--- src/rtl/fetch_unit_if.sv ---
// Byte-wide instruction-memory port between the fetch stage (master) and memory (slave).
// Request/address held by the master until ack; err is only meaningful alongside ack.
interface fetch_unit_if;
    logic        imem_req;
    logic [31:0] imem_addr;
    logic [7:0]  imem_rdata;
    logic        imem_ack;
    logic        imem_err;

    modport master (output imem_req, imem_addr, input imem_rdata, imem_ack, imem_err);
    modport slave  (input imem_req, imem_addr, output imem_rdata, imem_ack, imem_err);
endinterface

--- src/rtl/fetch_unit.sv ---
// Y86 byte-serial fetch: reads 1-6 bytes per instruction over imem, decodes, then holds until d_ready_i.
// Latency k+1 cycles for k bytes with zero-wait acks; f_busy_o stalls the PC register while not IDLE.
module fetch_unit #(
    parameter int TIMEOUT = 16
) (
    input  logic                clk,
    input  logic                rst,
    input  logic [31:0]         f_pc_i,
    input  logic                f_start_i,
    input  logic                d_ready_i,
    fetch_unit_if.master        imem,
    output logic [3:0]          f_icode_o,
    output logic [3:0]          f_ifun_o,
    output logic [3:0]          f_rA_o,
    output logic [3:0]          f_rB_o,
    output logic [31:0]         f_valC_o,
    output logic [31:0]         f_valP_o,
    output logic [2:0]          f_stat_o,
    output logic                f_valid_o,
    output logic                f_busy_o
);
    typedef enum logic [1:0] {IDLE, FETCH, HOLD} state_t;

    localparam logic [2:0] STAT_AOK = 3'd1;
    localparam logic [2:0] STAT_HLT = 3'd2;
    localparam logic [2:0] STAT_ADR = 3'd3;
    localparam logic [2:0] STAT_INS = 3'd4;
    localparam logic [3:0] REG_NONE = 4'hF;
    localparam logic [8:0] TMO      = 9'(TIMEOUT);

    state_t      state_q, state_d;
    logic [31:0] pc_q, pc_d;
    logic [2:0]  idx_q, idx_d;
    logic [2:0]  len_q, len_d;
    logic [7:0]  wait_q, wait_d;
    logic [3:0]  icode_q, icode_d;
    logic [3:0]  ifun_q, ifun_d;
    logic [3:0]  ra_q, ra_d;
    logic [3:0]  rb_q, rb_d;
    logic [31:0] valc_q, valc_d;
    logic [31:0] valp_q, valp_d;
    logic [2:0]  stat_q, stat_d;
    logic        valid_q, valid_d;

    logic        has_reg;
    logic [1:0]  pos;
    logic        timeout_hit;
    logic        go_adr;
    logic [3:0]  byte_ic;

    function automatic logic [2:0] insn_len(input logic [3:0] ic);
        case (ic)
            4'h2, 4'h6, 4'hA, 4'hB: return 3'd2;
            4'h3, 4'h4, 4'h5:       return 3'd6;
            4'h7, 4'h8:             return 3'd5;
            default:                return 3'd1;
        endcase
    endfunction

    assign has_reg     = (len_q == 3'd2) || (len_q == 3'd6);
    // valC byte position: bytes after the optional register byte, LSB first
    assign pos         = 2'(idx_q - (has_reg ? 3'd2 : 3'd1));
    assign timeout_hit = (TIMEOUT != 0) && (({1'b0, wait_q} + 9'd1) == TMO);
    assign byte_ic     = imem.imem_rdata[7:4];

    always_comb begin
        state_d = state_q;
        pc_d    = pc_q;
        idx_d   = idx_q;
        len_d   = len_q;
        wait_d  = wait_q;
        icode_d = icode_q;
        ifun_d  = ifun_q;
        ra_d    = ra_q;
        rb_d    = rb_q;
        valc_d  = valc_q;
        valp_d  = valp_q;
        stat_d  = stat_q;
        valid_d = valid_q;
        go_adr  = 1'b0;

        case (state_q)
            IDLE: begin
                if (f_start_i) begin
                    state_d = FETCH;
                    pc_d    = f_pc_i;
                    idx_d   = 3'd0;
                    len_d   = 3'd0;
                    wait_d  = 8'd0;
                    icode_d = 4'h0;
                    ifun_d  = 4'h0;
                    ra_d    = REG_NONE;
                    rb_d    = REG_NONE;
                    valc_d  = 32'd0;
                    valp_d  = 32'd0;
                    stat_d  = STAT_AOK;
                end
            end
            FETCH: begin
                if (imem.imem_ack) begin
                    wait_d = 8'd0;
                    idx_d  = idx_q + 3'd1;
                    if (imem.imem_err) begin
                        go_adr = 1'b1;
                    end else if (idx_q == 3'd0) begin
                        icode_d = byte_ic;
                        ifun_d  = imem.imem_rdata[3:0];
                        len_d   = insn_len(byte_ic);
                        valp_d  = pc_q + 32'd1;
                        if (byte_ic == 4'h0) begin
                            stat_d  = STAT_HLT;
                            state_d = HOLD;
                            valid_d = 1'b1;
                        end else if (byte_ic > 4'hB) begin
                            stat_d  = STAT_INS;
                            state_d = HOLD;
                            valid_d = 1'b1;
                        end else if (insn_len(byte_ic) == 3'd1) begin
                            state_d = HOLD;
                            valid_d = 1'b1;
                        end
                    end else begin
                        if (has_reg && (idx_q == 3'd1)) begin
                            ra_d = imem.imem_rdata[7:4];
                            rb_d = imem.imem_rdata[3:0];
                        end else begin
                            valc_d[{pos, 3'b000} +: 8] = imem.imem_rdata;
                        end
                        if ((idx_q + 3'd1) == len_q) begin
                            state_d = HOLD;
                            valid_d = 1'b1;
                            valp_d  = pc_q + 32'(len_q);
                        end
                    end
                end else if (timeout_hit) begin
                    go_adr = 1'b1;
                end else begin
                    wait_d = (wait_q == 8'hFF) ? wait_q : wait_q + 8'd1;
                end

                // Bad address: present a NOP so the pipeline can drain, restart PC = pc
                if (go_adr) begin
                    icode_d = 4'h1;
                    ifun_d  = 4'h0;
                    ra_d    = REG_NONE;
                    rb_d    = REG_NONE;
                    valc_d  = 32'd0;
                    valp_d  = pc_q;
                    stat_d  = STAT_ADR;
                    state_d = HOLD;
                    valid_d = 1'b1;
                end
            end
            HOLD: begin
                if (d_ready_i) begin
                    valid_d = 1'b0;
                    state_d = IDLE;
                end
            end
            default: state_d = IDLE;
        endcase
    end

    always_ff @(posedge clk) begin
        if (!rst) begin
            state_q <= IDLE;
            pc_q    <= 32'd0;
            idx_q   <= 3'd0;
            len_q   <= 3'd0;
            wait_q  <= 8'd0;
            icode_q <= 4'h0;
            ifun_q  <= 4'h0;
            ra_q    <= REG_NONE;
            rb_q    <= REG_NONE;
            valc_q  <= 32'd0;
            valp_q  <= 32'd0;
            stat_q  <= STAT_AOK;
            valid_q <= 1'b0;
        end else begin
            state_q <= state_d;
            pc_q    <= pc_d;
            idx_q   <= idx_d;
            len_q   <= len_d;
            wait_q  <= wait_d;
            icode_q <= icode_d;
            ifun_q  <= ifun_d;
            ra_q    <= ra_d;
            rb_q    <= rb_d;
            valc_q  <= valc_d;
            valp_q  <= valp_d;
            stat_q  <= stat_d;
            valid_q <= valid_d;
        end
    end

    assign imem.imem_req  = (state_q == FETCH);
    assign imem.imem_addr = pc_q + {29'd0, idx_q};
    assign f_icode_o      = icode_q;
    assign f_ifun_o       = ifun_q;
    assign f_rA_o         = ra_q;
    assign f_rB_o         = rb_q;
    assign f_valC_o       = valc_q;
    assign f_valP_o       = valp_q;
    assign f_stat_o       = stat_q;
    assign f_valid_o      = valid_q;
    assign f_busy_o       = (state_q != IDLE);
endmodule

--- src/flat_wrapper.sv ---
// flat-port wrapper written by rule: the top's interface ports become plain ports
module fetch_unit_flat 
#(
    parameter int TIMEOUT = 16
)
  (clk, rst, f_pc_i, f_start_i, d_ready_i, f_icode_o, f_ifun_o, f_rA_o, f_rB_o, f_valC_o, f_valP_o, f_stat_o, f_valid_o, f_busy_o, imem_imem_req, imem_imem_addr, imem_imem_rdata, imem_imem_ack, imem_imem_err);
  fetch_unit_if imem_i ();
  input  logic clk;
  input  logic rst;
  input  logic [31:0] f_pc_i;
  input  logic f_start_i;
  input  logic d_ready_i;
  output logic [3:0] f_icode_o;
  output logic [3:0] f_ifun_o;
  output logic [3:0] f_rA_o;
  output logic [3:0] f_rB_o;
  output logic [31:0] f_valC_o;
  output logic [31:0] f_valP_o;
  output logic [2:0] f_stat_o;
  output logic f_valid_o;
  output logic f_busy_o;
  output wire logic [$bits(imem_i.imem_req)-1:0] imem_imem_req;
  output wire logic [$bits(imem_i.imem_addr)-1:0] imem_imem_addr;
  input wire logic [$bits(imem_i.imem_rdata)-1:0] imem_imem_rdata;
  input wire logic [$bits(imem_i.imem_ack)-1:0] imem_imem_ack;
  input wire logic [$bits(imem_i.imem_err)-1:0] imem_imem_err;
  assign imem_imem_req = imem_i.imem_req;
  assign imem_imem_addr = imem_i.imem_addr;
  assign imem_i.imem_rdata = imem_imem_rdata;
  assign imem_i.imem_ack = imem_imem_ack;
  assign imem_i.imem_err = imem_imem_err;
  fetch_unit #(.TIMEOUT(TIMEOUT)) u_core (.clk(clk), .rst(rst), .f_pc_i(f_pc_i), .f_start_i(f_start_i), .d_ready_i(d_ready_i), .imem(imem_i), .f_icode_o(f_icode_o), .f_ifun_o(f_ifun_o), .f_rA_o(f_rA_o), .f_rB_o(f_rB_o), .f_valC_o(f_valC_o), .f_valP_o(f_valP_o), .f_stat_o(f_stat_o), .f_valid_o(f_valid_o), .f_busy_o(f_busy_o));
endmodule
--- config.mk ---
export PLATFORM = sky130hd
export DESIGN_NAME = fetch_unit_flat
export DESIGN_NICKNAME = d
export VERILOG_FILES = /design/src/rtl/fetch_unit_if.sv /design/src/rtl/fetch_unit.sv /design/src/flat_wrapper.sv
export SDC_FILE = /design/constraint.sdc
export NUM_CORES = 1
export LEC_CHECK = 0
export CAP_MARGIN = 20
export CORE_ASPECT_RATIO = 1.4
export CORE_MARGIN = 4
export CORE_UTILIZATION = 32
export CTS_CLUSTER_SIZE = 24
export DETAILED_ROUTE_END_ITERATION = 8
export PLACE_DENSITY = 0.61
export SYNTH_ARGS = -nofsm -noshare
export SYNTH_HDL_FRONTEND = slang
export SYNTH_SLANG_ARGS = --single-unit
--- constraint.sdc ---
create_clock -name clk -period 3.15 [get_ports clk]
set_input_delay 0.63 -clock clk [delete_from_list [all_inputs] [get_ports clk]]
set_output_delay 0.63 -clock clk [all_outputs]
set_load 0.05 [all_outputs]
==> impl_results.md <==
- Critical path endpoint category: output port
- Fmax: 0.317 GHz
- Simple-Gate Fraction of Synth Area: 23.4%
- Reg clk slew, reported paths: 60 ps
- IO Port Bufs: 163
- Clock Tree Root: clkbuf_16
- Core Rows: 61
- Placer congestion estimate: 0.892
- Post-Route Skew: 8.85 ps
- Initial Utilization: 32.9%
- Global-route wire length before repair: 34.0 mm
- Mux contribution to synthesized area: 0.303%
- Largest net degree at the start of global routing: 63
- H-tree Lvls: 4
- Hpwl dp: 16.2 mm
- CORE AREA: 20100 um2
- Peak supply drop: 0.344 mV
- Fin Setup TNS: 0 ps
- Register area share after synthesis: 40.0%
- Yosys warns: 0
- Outcome: complete, no violations
- Leak Pwr: 3.54 nW
- Hold buffers post-CTS: 0
- Fin. max-slew vios: 0
- I/O pins: 164
- Max-Slew Margin vs Limit: 58.2%
- Required @ worst endpoint: 2520 ps
- Max Buffers Root-to-Sink: 2
- Syn Area/Cell: 8.26 um2
- Worst setup margin: 0.0531 ps
- Critical Path Fanout Max: 6
- Wire length per cell: 17.7 um
- Arr. time, crit path: 2520 ps
- Chip width: 129 um
- CTS tree: yes
- Worst-Margin Slew: 627 ps
- Dpl ws: 120 ps
- DRT antenna net count: 0
- Fin. Hold Viols: 0
- HP Class: register to register
- DRT Pass-1 Iters: 4
- Crit Path Class: register to output port
- Max-capacitance violation count: 0
- Layout Utilization: 48.9%
- Full die area: 23100 um2
- Primary FF master, synth: dfxtp_1
- Area growth syn-to-layout: 48.4%
- Hold Path Cell Cnt: 2
- Mapped Cells: 800
- Skew-Pair Late Insertion Delay: 420 ps
- Vias post-DR: 6288
- Pwr per Cell Area: 486 nW/um2
- Total gr overflow: 0
- Final Non-Filler Cells: 1234
- Num CTS Buffers: 17
- Placed Cells: 1195
- Routed WL: 21.8 mm
- Nets@finish: 1033
- Antenna cells: 0
- Drt drc: 0
- Vias/cell: 5.10
- Post-synth ARST share: 0%
- CTS Sinks: 132
- Synth area leader: dfxtp_1
- Largest family of logic cells by synthesized area: simple AND/OR/NAND/NOR gates
- EDFF count, synth: 0
- Final setup violation count: 0
- Fillers: 1953
- Adder-Cell Fraction of Synth Area: 3.63%
- Starting DRT DRC Count: 289
- Net Count, Synth: 864
- Proportion of netlist area held by the largest area contributor: 40.0%
- Worst-case reg-to-reg path depth: 13
- Number of distinct library cells after synthesis: 55
- Fin crit period: 3150 ps
- #FFs+latches synth: 132
- Minimum hold slack: 457 ps
- Period Utilization, post-route: 100%
- Mapped cell area: 6610 um2
- Compound-Gate Fraction of Synth Area: 19.3%
- Vias in the first global route: 6266
- GRT Util Overall: 18.9%
- Die Y: 178 um
- Fraction of layout cells with a size suffix above 1: 18.1%
- CP startpoint kind: register
- Synth area leaders: dfxtp_1, nand2_1, xnor2_1
- Initial antenna violation count: 0
- RSZ-0062 raised after global routing: true
- Post-synthesis xor/xnor area fraction: 8.74%
cell usage after synthesis (all sizes together), types with 5 or more instances:
cell,count
dfxtp,132
nand2,124
nor2,59
clkbuf,50
nand3,49
xnor2,40
a21boi,34
o31ai,32
a21oi,30
xor2,26
o2bb2ai,25
nor3,23
ha,16
buf,15
o21ai,15
inv,12
nand4,12
or3,12
nand2b,11
or2,9
a22o,8
o22a,8
nor2b,6
nor4,6
a21o,5
nand3b,5
layout by cell type (no fill, tap or decap), drive strengths merged, types with 6 or more instances in the layout:
cell           count
clkdlybuf4s50    132
dfxtp            132
nand2            124
buf               83
nor2              59
nand3             49
xnor2             40
a21boi            34
o31ai             32
a21oi             30
xor2              26
o2bb2ai           25
nor3              23
inv               18
clkbuf            17
ha                16
o21ai             15
nand4             12
or3               12
nand2b            11
or2                9
o22a               8
a22o               8
nor4               6
nor2b              6
clkinv             6
registers in the layout, indices dropped and copies added (netlist names):
signal,count
u_core.f_valP_o,32
u_core.f_icode_o,4
u_core.f_valid_o,1
u_core.len_q,3
u_core.f_valC_o,32
u_core.state_q,2
u_core.idx_q,3
u_core.f_ifun_o,4
u_core.wait_q,8
u_core.pc_q,32
u_core.f_rA_o,4
u_core.f_rB_o,4
u_core.f_stat_o,3
where the power goes:
group / total, mW / internal [mW] / leakage [nW] / switching [mW]
sequential: 1.79 / 1.73 / 1.08 / 0.0653
clock: 2.00 / 1.19 / 0.292 / 0.811
combinational: 0.973 / 0.381 / 2.17 / 0.592
critical path: stages, from the launching register on:
cell and delay [ps]:
dfxtp_2 360, ha_4 150, inv_2 30, fa_2 340, nor2b_2 130, o21ai_2 80
or3_4 500, nor2_4 150, xor2_2 200, buf_12 160
per-layer routing:
layer / vias to the layer above / track usage [%] / part of all wire (%)
met5: - / 0 / 0
met4: 0 / 6.37 / 2.5
met3: 31 / 7.01 / 8.8
met2: 208 / 33.3 / 50
met1: 2938 / 20.9 / 38
li1: 3111 / - / -
what timing repair did:
| action | 4_1_cts | 5_1_grt |
|---|---|---|
| setup endpoints to repair | 17 | 21 |
| gates resized for setup | 32 | 24 |
| buffers inserted | 4 | 3 |
| pin swaps | 8 | 13 |
through the flow:
step | power (mW) | instance area [um2]
finish | 4.76 | 9810
floorplan | 2.38 | 6660
CTS | 4.81 | 9700
global placement | 2.79 | 8960
global route | 4.97 | 9810
detailed placement | 2.79 | 8960
cell families after synthesis:
logic type,after synthesis
xor gates and xnor gates,66
and+or+nand+nor,331
adders and majority gates,18
buffers and inverters,77
muxes,2
DFF,132
AOI/OAI and AO/OA,174
final timing paths:
kind | start | endpoint | slack (ps)
max | u_core.pc_q[0] | imem_imem_addr[26] | 0.05
min reg2reg | u_core.f_valP_o[4] | u_core.f_valP_o[4] | 460
min | u_core.f_valP_o[4] | u_core.f_valP_o[4] | 460
max reg2reg | u_core.idx_q[0] | u_core.f_valP_o[31] | 250
final cells by class:
type,count,area (um2),area share [%]
Tap cell,252,315,3.21
Clock inverter,15,170,1.73
Clock buffer,17,425,4.34
Multi-Input combinational cell,591,3880,39.6
Inverter,12,45.0,0.459
Timing Repair Buffer,215,2300,23.5
Sequential cell,132,2670,27.2
Note: power is estimated with default switching activity, not from simulation.
